==> config.mk <==
export PLATFORM = sky130hd
export DESIGN_NAME = tdm_demux
export DESIGN_NICKNAME = d
export VERILOG_FILES = /design/src/rtl/tdm_demux.sv
export SDC_FILE = /design/constraint.sdc
export NUM_CORES = 1
export LEC_CHECK = 0
export CORE_MARGIN = 2
export CORE_UTILIZATION = 40
export DETAILED_ROUTE_END_ITERATION = 10
export GPL_TIMING_DRIVEN = 0
export PLACE_DENSITY_LB_ADDON = 0.15
export SLEW_MARGIN = 15
export SYNTH_ARGS = -nofsm -noshare
export SYNTH_HDL_FRONTEND = slang
export SYNTH_SLANG_ARGS = --single-unit
==> constraint.sdc <==
create_clock -name clk -period 1.9 [get_ports clk]
set_input_delay 0.38 -clock clk [delete_from_list [all_inputs] [get_ports clk]]
set_output_delay 0.38 -clock clk [all_outputs]
set_load 0.02 [all_outputs]
==> src/rtl/tdm_demux.sv <==
// tdm_demux: TDM serial receiver that splits NCH slots of W bits into per-channel registers.
// Define TDM_DEMUX_STRICT_SYNC_EN to make frame_sync mandatory at every frame boundary.
module tdm_demux #(
    parameter int NCH = 4,
    parameter int W   = 8
) (
    input  logic             clk,
    input  logic             rst_n,
    input  logic             din,
    input  logic             din_en,
    input  logic             frame_sync,
    output logic [NCH*W-1:0] ch_data,
    output logic [NCH-1:0]   ch_valid,
    output logic             frame_done,
    output logic             locked,
    output logic             sync_err
);
    localparam int BW = $clog2(W);
    localparam int SW = $clog2(NCH);
`ifdef TDM_DEMUX_STRICT_SYNC_EN
    localparam logic STRICT = 1'b1;
`else
    localparam logic STRICT = 1'b0;
`endif

    typedef enum logic {IDLE, RECV} state_t;

    state_t           state_q;
    logic [BW-1:0]    bit_q;
    logic [SW-1:0]    slot_q;
    logic [W-1:0]     sr_q;
    logic [NCH*W-1:0] data_q;
    logic [NCH-1:0]   valid_q;
    logic             done_q;
    logic             err_q;
    logic [W-1:0]     sr_d;
    logic             boundary;
    logic             last_bit;
    logic             last_slot;

    assign sr_d      = {sr_q[W-2:0], din};
    assign boundary  = (bit_q == '0) && (slot_q == '0);
    assign last_bit  = (bit_q == BW'(W - 1));
    assign last_slot = (slot_q == SW'(NCH - 1));

    // Strobes self-clear every edge; everything else moves only on sample edges.
    always_ff @(posedge clk or negedge rst_n) begin
        if (!rst_n) begin
            state_q <= IDLE;
            bit_q   <= '0;
            slot_q  <= '0;
            sr_q    <= '0;
            data_q  <= '0;
            valid_q <= '0;
            done_q  <= 1'b0;
            err_q   <= 1'b0;
        end else begin
            valid_q <= '0;
            done_q  <= 1'b0;
            err_q   <= 1'b0;
            if (din_en) begin
                case (state_q)
                    IDLE: begin
                        if (frame_sync) begin
                            sr_q    <= sr_d;
                            bit_q   <= BW'(1);
                            slot_q  <= '0;
                            state_q <= RECV;
                        end
                    end
                    RECV: begin
                        if (frame_sync && !boundary) begin
                            // Misaligned sync: drop the partial slot and restart at slot 0.
                            err_q  <= 1'b1;
                            sr_q   <= sr_d;
                            bit_q  <= BW'(1);
                            slot_q <= '0;
                        end else if (STRICT && boundary && !frame_sync) begin
                            err_q   <= 1'b1;
                            bit_q   <= '0;
                            slot_q  <= '0;
                            state_q <= IDLE;
                        end else begin
                            sr_q <= sr_d;
                            if (last_bit) begin
                                data_q[slot_q*W +: W] <= sr_d;
                                valid_q[slot_q]       <= 1'b1;
                                done_q                <= last_slot;
                                bit_q                 <= '0;
                                slot_q                <= last_slot ? '0 : slot_q + 1'b1;
                            end else begin
                                bit_q <= bit_q + 1'b1;
                            end
                        end
                    end
                    default: state_q <= IDLE;
                endcase
            end
        end
    end

    assign ch_data    = data_q;
    assign ch_valid   = valid_q;
    assign frame_done = done_q;
    assign locked     = (state_q == RECV);
    assign sync_err   = err_q;
endmodule
Word-level counts from Yosys, hierarchy flattened

Index checks and enable logic that the tools add are counted.

Register bits: 51
Latch bits: 0
Bits in writable memories: 0
Bits in read-only memories: 0
Bits of input ports: 5
Word-level logic and storage cells: 57
Memories: 0

Add/subtract/negate cells: 3
Multipliers: 0
Div/mod/pow operators: 0
Order comparisons: 2
Equality and inequality tests: 4
Shifts and indexed selects: 2
Mux-type cells: 27
Bitwise logic cells: 2
Reductions and logical operators: 9

Operators by type and width:

| cell                                                                                 | count |
|---|---|
| 5-bit negation with 34-bit output                                                    | 1 |
| 8-bit by 34-bit variable shift with 32-bit output (first input constant)             | 1 |
| 8-bit by 34-bit indexed part select with 32-bit output                               | 1 |
| 32-bit bitwise mux                                                                   | 1 |
| 4-bit 2-to-1 mux                                                                     | 4 |
| 7-bit case mux with 2 select lines                                                   | 1 |
| 1-bit 2-to-1 mux                                                                     | 10 |
| 3-bit 2-to-1 mux                                                                     | 3 |
| 2-bit 2-to-1 mux                                                                     | 4 |
| 7-bit 2-to-1 mux                                                                     | 1 |
| 3-bit case mux with 2 select lines                                                   | 1 |
| 2-bit case mux with 2 select lines                                                   | 1 |
| 4-bit AND reduction                                                                  | 1 |
| 3-bit by 1-bit adder with 3-bit output (second input constant)                       | 1 |
| 3-bit equality test (second input constant)                                          | 1 |
| 1-bit logical AND                                                                    | 3 |
| 3-bit logical NOT                                                                    | 1 |
| 2-bit by 3-bit less-than comparator with 1-bit output (second input constant)        | 1 |
| 3-bit by 1-bit inequality test with 1-bit output (second input constant)             | 1 |
| 3-bit AND reduction                                                                  | 1 |
| 2-bit by 1-bit adder with 2-bit output (second input constant)                       | 1 |
| 1-bit demux with 2-bit select                                                        | 1 |
| 2-bit equality test (second input constant)                                          | 1 |
| 2-bit by 1-bit greater-or-equal comparator with 1-bit output (second input constant) | 1 |
| other kinds (5)                                                                      | 6 |

Logic depth before layout (Yosys ltp)

Depth in word-level cells: 8
Mapped depth: 6

Worst setup path before layout

Ideal clock, no wire load.

Path kind: register -> register
Start: reg slot_q[0]
End: reg bit_q[0]
Setup time: 0.124 ns
Arrival time: 1.443 ns
Setup slack: 0.333 ns
Cell stages (with the launch flop): 7
Cells stage by stage: dfrtp_1 > inv_1 > ha_1 > and3b_1 > buf_4 > o21ai_1 > o31a_1

Word-level cells in the longest chain between the ends: 6

RTL lines:

| item                               | line | RTL |
|---|---|---|
| start, declared                    | 30   | `logic [SW-1:0] slot_q;` |
| start signal, assigned             | 90   | `slot_q <= last_slot ? '0 : slot_q + 1'b1;` |
| 2-bit logical NOT                  | 42   | `assign boundary = (bit_q == '0) && (slot_q == '0);` |
| 1-bit logical AND                  | 42   |  |
| 1-bit logical NOT                  | 72   | `if (frame_sync && !boundary) begin` |
| 1-bit logical AND                  | 72   |  |
| 3-bit 2-to-1 mux                   | 72   |  |
| 3-bit case mux with 2 select lines | 62   | `case (state_q)` |
| end signal, assigned               | 92   | `bit_q <= bit_q + 1'b1;` |
| end, declared                      | 29   | `logic [BW-1:0] bit_q;` |

No other way between the ends.
A chain may end at the register's enable or synchronous reset.

Final worst setup path

Start: reg state_q (netlist: locked)
End: out locked

RTL lines:

| item                   | line | RTL |
|---|---|---|
| start, declared        | 28   | `state_t state_q;` |
| start signal, assigned | 49   | `state_q <= IDLE;` |
| start signal, assigned | 68   | `state_q <= RECV;` |
| start signal, assigned | 82   | `state_q <= IDLE;` |
| end, declared          | 15   | `output logic locked,` |

No word-level cell between the ends.

==> impl_metrics.csv <==
group,metric,value,unit
status,outcome,"complete, no violations",
detailed_routing,detailroute.via_count,1619,
global_routing,globalRouteOverflowTotal,0,
setup_path,worst-r2r-setup-slack,0.17,ns
power_and_ir_drop,cell_internal_pwr,0.00222,W
sta,slew_violations,0,
clock_tree,h_tree_levels,2,
setup_path,critical_path.endpoint_type,"output pin",
detailed_routing,ant_nets,0,
clock_tree,cts.hold.buffers_added,0,
cells_and_area,filler_cell_count,513,
detailed_routing,dr.first_iter.drc_count,54,
placed_design,placed_area,2880,um^2
setup_path,regToRegEndpoint,"ch_data[16]",
setup_path,cp-start-kind,"flop",
detailed_routing,via_per_inst,4.79,
clock_tree,cts_buffers,5,
global_routing,pin_count_of_the_biggest_net_entering_global_routing,27,
setup_path,worst-setup-path-type,"reg -> out",
setup_path,critical_path.cell_chain,"clkdlybuf4s50_1",
power_and_ir_drop,static-leakage-power,1.36,nW
setup_path,signal_arrival_time_at_the_worst_endpoint,1.37,ns
power_and_ir_drop,power_switching,0.00132,W
setup_path,crit_slowest_cell,"clkdlybuf4s50_1",
cells_and_area,layout_commonest_cell,"dfrtp_1",
clock_tree,clock_latency,0.30,ns
cells_and_area,drive_above_1_share,13.9,%
sta,timing.max_slew.rel_slack,61.7,%
setup_path,critPathMaxStageDelay,0.63,ns
power_and_ir_drop,p_per_area,1180,nW/um^2
power_and_ir_drop,power.clock.fraction,17.3,%
sta,finalWorstPathRequiredPeriod,1.75,ns
placed_design,place.detailed.hpwl,3420,um
setup_path,critical_path_cell_count,1,
clock_tree,numClockSinks,50,
cells_and_area,antenna-diode-count,0,
yosys,synth-seq-area-share,53.0,%
yosys,post_synth_instance_area,2360,um^2
setup_path,worst_ep_required_time,1.52,ns
global_routing,antenna_found_initial,0,
min_path,hp-class,"in -> async",
clock_tree,root_buffer,"clkbuf_8",
clock_tree,post_cts_buffers,0,
clock_tree,clock_path_buffers,2,
detailed_routing,drt_drc_violations_left,0,
sta,period_share,92.1,%
run,max_cap_viol_count,0,
power_and_ir_drop,power_switching_share,37.3,%
floorplan,coreArea,5610,um^2
floorplan,top_level_pins,44,
floorplan,die_height,80.8,um
cells_and_area,area_growth_syn_to_layout,26.6,%
cells_and_area,final_net_count,278,
clock_tree,clkSlewWorstSetupHoldPaths,0.09,ns
setup_path,path_delay_family,"buffers and inverters",
sta,timing.final.setup_violations,0,
setup_path,reg2reg_depth,6,
yosys,synth-seq-cells,50,
setup_path,critPathMaxFanout,4,
cells_and_area,final_cell_area,2990,um^2
placed_design,io_buffer_count,41,
power_and_ir_drop,power.sequential.fraction,43.8,%
sta,fin_skew,0.00793,ns
floorplan,die_x,80.8,um
power_and_ir_drop,pwr-share-comb,38.9,%
setup_path,r2r-start,"slot_q[0]",
sta,grt_setup_unrepaired,"no",
floorplan,initial_core_util,42.1,%
floorplan,rows,27,
yosys,syn_inst,216,
detailed_routing,finalWirelength,4950,um
detailed_routing,drt_pre_antenna_iters,4,
global_routing,track_usage,16.4,%
yosys,postSynthAreaPerCell,10.9,um^2
power_and_ir_drop,power.ir.vdd_worst,551,uV
sta,max_freq,571,MHz
global_routing,grt_pass1_vias,1671,
yosys,synth_fp_nets,229,
sta,worst_hold_slack,0.0604,ns
cells_and_area,ff_latch_area,1250,um^2
floorplan,die_area,6530,um^2
cells_and_area,leading_cell_types_in_the_layout_fill_and_taps_excluded,"dfrtp_1, clkdlybuf4s50_1, inv_1, nand2_1, mux2i_1",
sta,timing_worst_slew_pin_value,0.575,ns
sta,final_hold_viol_count,0,
setup_path,cp.buffers_inverters,1,
detailed_routing,post_drt_wl_per_cell,14.6,um
global_routing,first_pass_grt_wire_length,8110,um
placed_design,place_congestion,0.834,
cells_and_area,multi_input_logic_area,908,um^2
clock_tree,cts_tree,"done",
yosys,number_of_synthesis_warnings,0,
yosys,yosys.cell_types.count,27,
cells by family (layout without fill, tap and decap cells):
| kind of cell | count (synthesis) | after routing | synth area share (%) |
|---|---|---|---|
| AOI/OAI and AO/OA | 15 | 15 | 4.93 |
| adders and majority gates | 8 | 8 | 4.24 |
| buffers and inverters | 48 | 98 | 9.59 |
| DFF | 50 | 50 | 53.0 |
| muxes | 39 | 39 | 16.9 |
| and+or+nand+nor | 56 | 56 | 11.3 |
layer usage:
metal	routed length, um	global-route usage (%)
met5	0	0
met3	187	3.78
met1	2390	21.1
met2	2310	27.5
met4	62	5.25
power groups by stage:
stage,Sequential (W),Combinational (W),Clock (W)
after CTS,0.00155,0.00131,0.000632
after global placement,0.00156,0.00127,0
final,0.00155,0.00138,0.000611
after global routing,0.00159,0.00152,0.000675
after detailed placement,0.00157,0.00130,0
after floorplan,0.00170,0.000591,0
per-stage QoR:
stage,setup slack [ns],setup TNS [ns],instances,utilization [%],power (W)
6_report,0.150,0,338,53.3,0.00354
5_1_grt,0.0534,0,338,53.3,0.00378
4_1_cts,0.0128,0,338,52.8,0.00348
3_5_place_dp,0.0319,0,330,51.3,0.00287
3_3_place_gp,-1.05,-52.16,329,51.0,0.00283
2_1_floorplan,0.333,0,216,-,0.00229
cells in the mapped netlist:
| cell type | count | area share [%] |
|---|---|---|
| dfrtp_1 | 50 | 53 |
| nor2b_1 | 1 | 0.27 |
| a21oi_2 | 4 | 1.5 |
| a21o_1 | 1 | 0.32 |
| nand3b_2 | 1 | 0.48 |
| o21ai_1 | 1 | 0.21 |
| and3b_1 | 2 | 0.74 |
| o21ai_2 | 1 | 0.37 |
| and2_1 | 1 | 0.27 |
| nand3_1 | 3 | 0.64 |
| o311ai_1 | 1 | 0.37 |
| o21ai_0 | 2 | 0.42 |
| mux2_2 | 7 | 3.3 |
| nor3b_2 | 2 | 1.1 |
| inv_1 | 37 | 5.9 |
| nor3b_1 | 1 | 0.32 |
| o31a_1 | 1 | 0.37 |
| ha_1 | 8 | 4.2 |
| mux2i_1 | 32 | 14 |
| buf_6 | 4 | 1.9 |
| nand2_1 | 37 | 5.9 |
| o211ai_1 | 2 | 0.64 |
| buf_4 | 3 | 0.95 |
| nand4_1 | 4 | 1.1 |
| nor2_1 | 4 | 0.64 |
| buf_2 | 4 | 0.85 |
| o2111ai_1 | 2 | 0.74 |
repair_timing:
action | in CTS | in global routing
gates resized for setup | 0 | 5
setup endpoints to repair | 0 | 33
hold endpoints to repair | 0 | 0
worst reg2reg max path, delay by kind of cell, from the launching register on:
kind,cells,cell delay [ns]
AO/OA/AOI/OAI,1,0.21
adder cells (fa/ha/maj),1,0.22
buffers and inverters,2,0.36
flip-flops,1,0.49
multiplexers,1,0.21
AND/OR/NAND/NOR,1,0.17
worst max-delay path by stage:
stage / start / end / slack [ns]
final: locked / locked / 0.15
after CTS: slot_q[0] / ch_data[16] / 0.01
after global placement: rst_n / bit_q[1] / -1.05
after detailed placement: slot_q[0] / ch_data[23] / 0.03
after floorplan: slot_q[0] / bit_q[0] / 0.33
after global routing: slot_q[0] / ch_data[16] / 0.05
flip-flops by register name, summed over array words and instances (netlist names):
register    count
locked          1
slot_q          2
frame_done      1
ch_valid        3
sr_q            7
bit_q           3
sync_err        1
ch_data        32
cell type report:
class	count	area share, %
plain buffers	11	2.93
clock buffers	6	2.43
clock inverters	2	0.460
inverters	37	4.65
multi-input cells	118	30.4
flip-flops and latches	50	41.9
well taps	72	3.01
repair buffers	42	14.2
(Power assumes the default switching activity.)
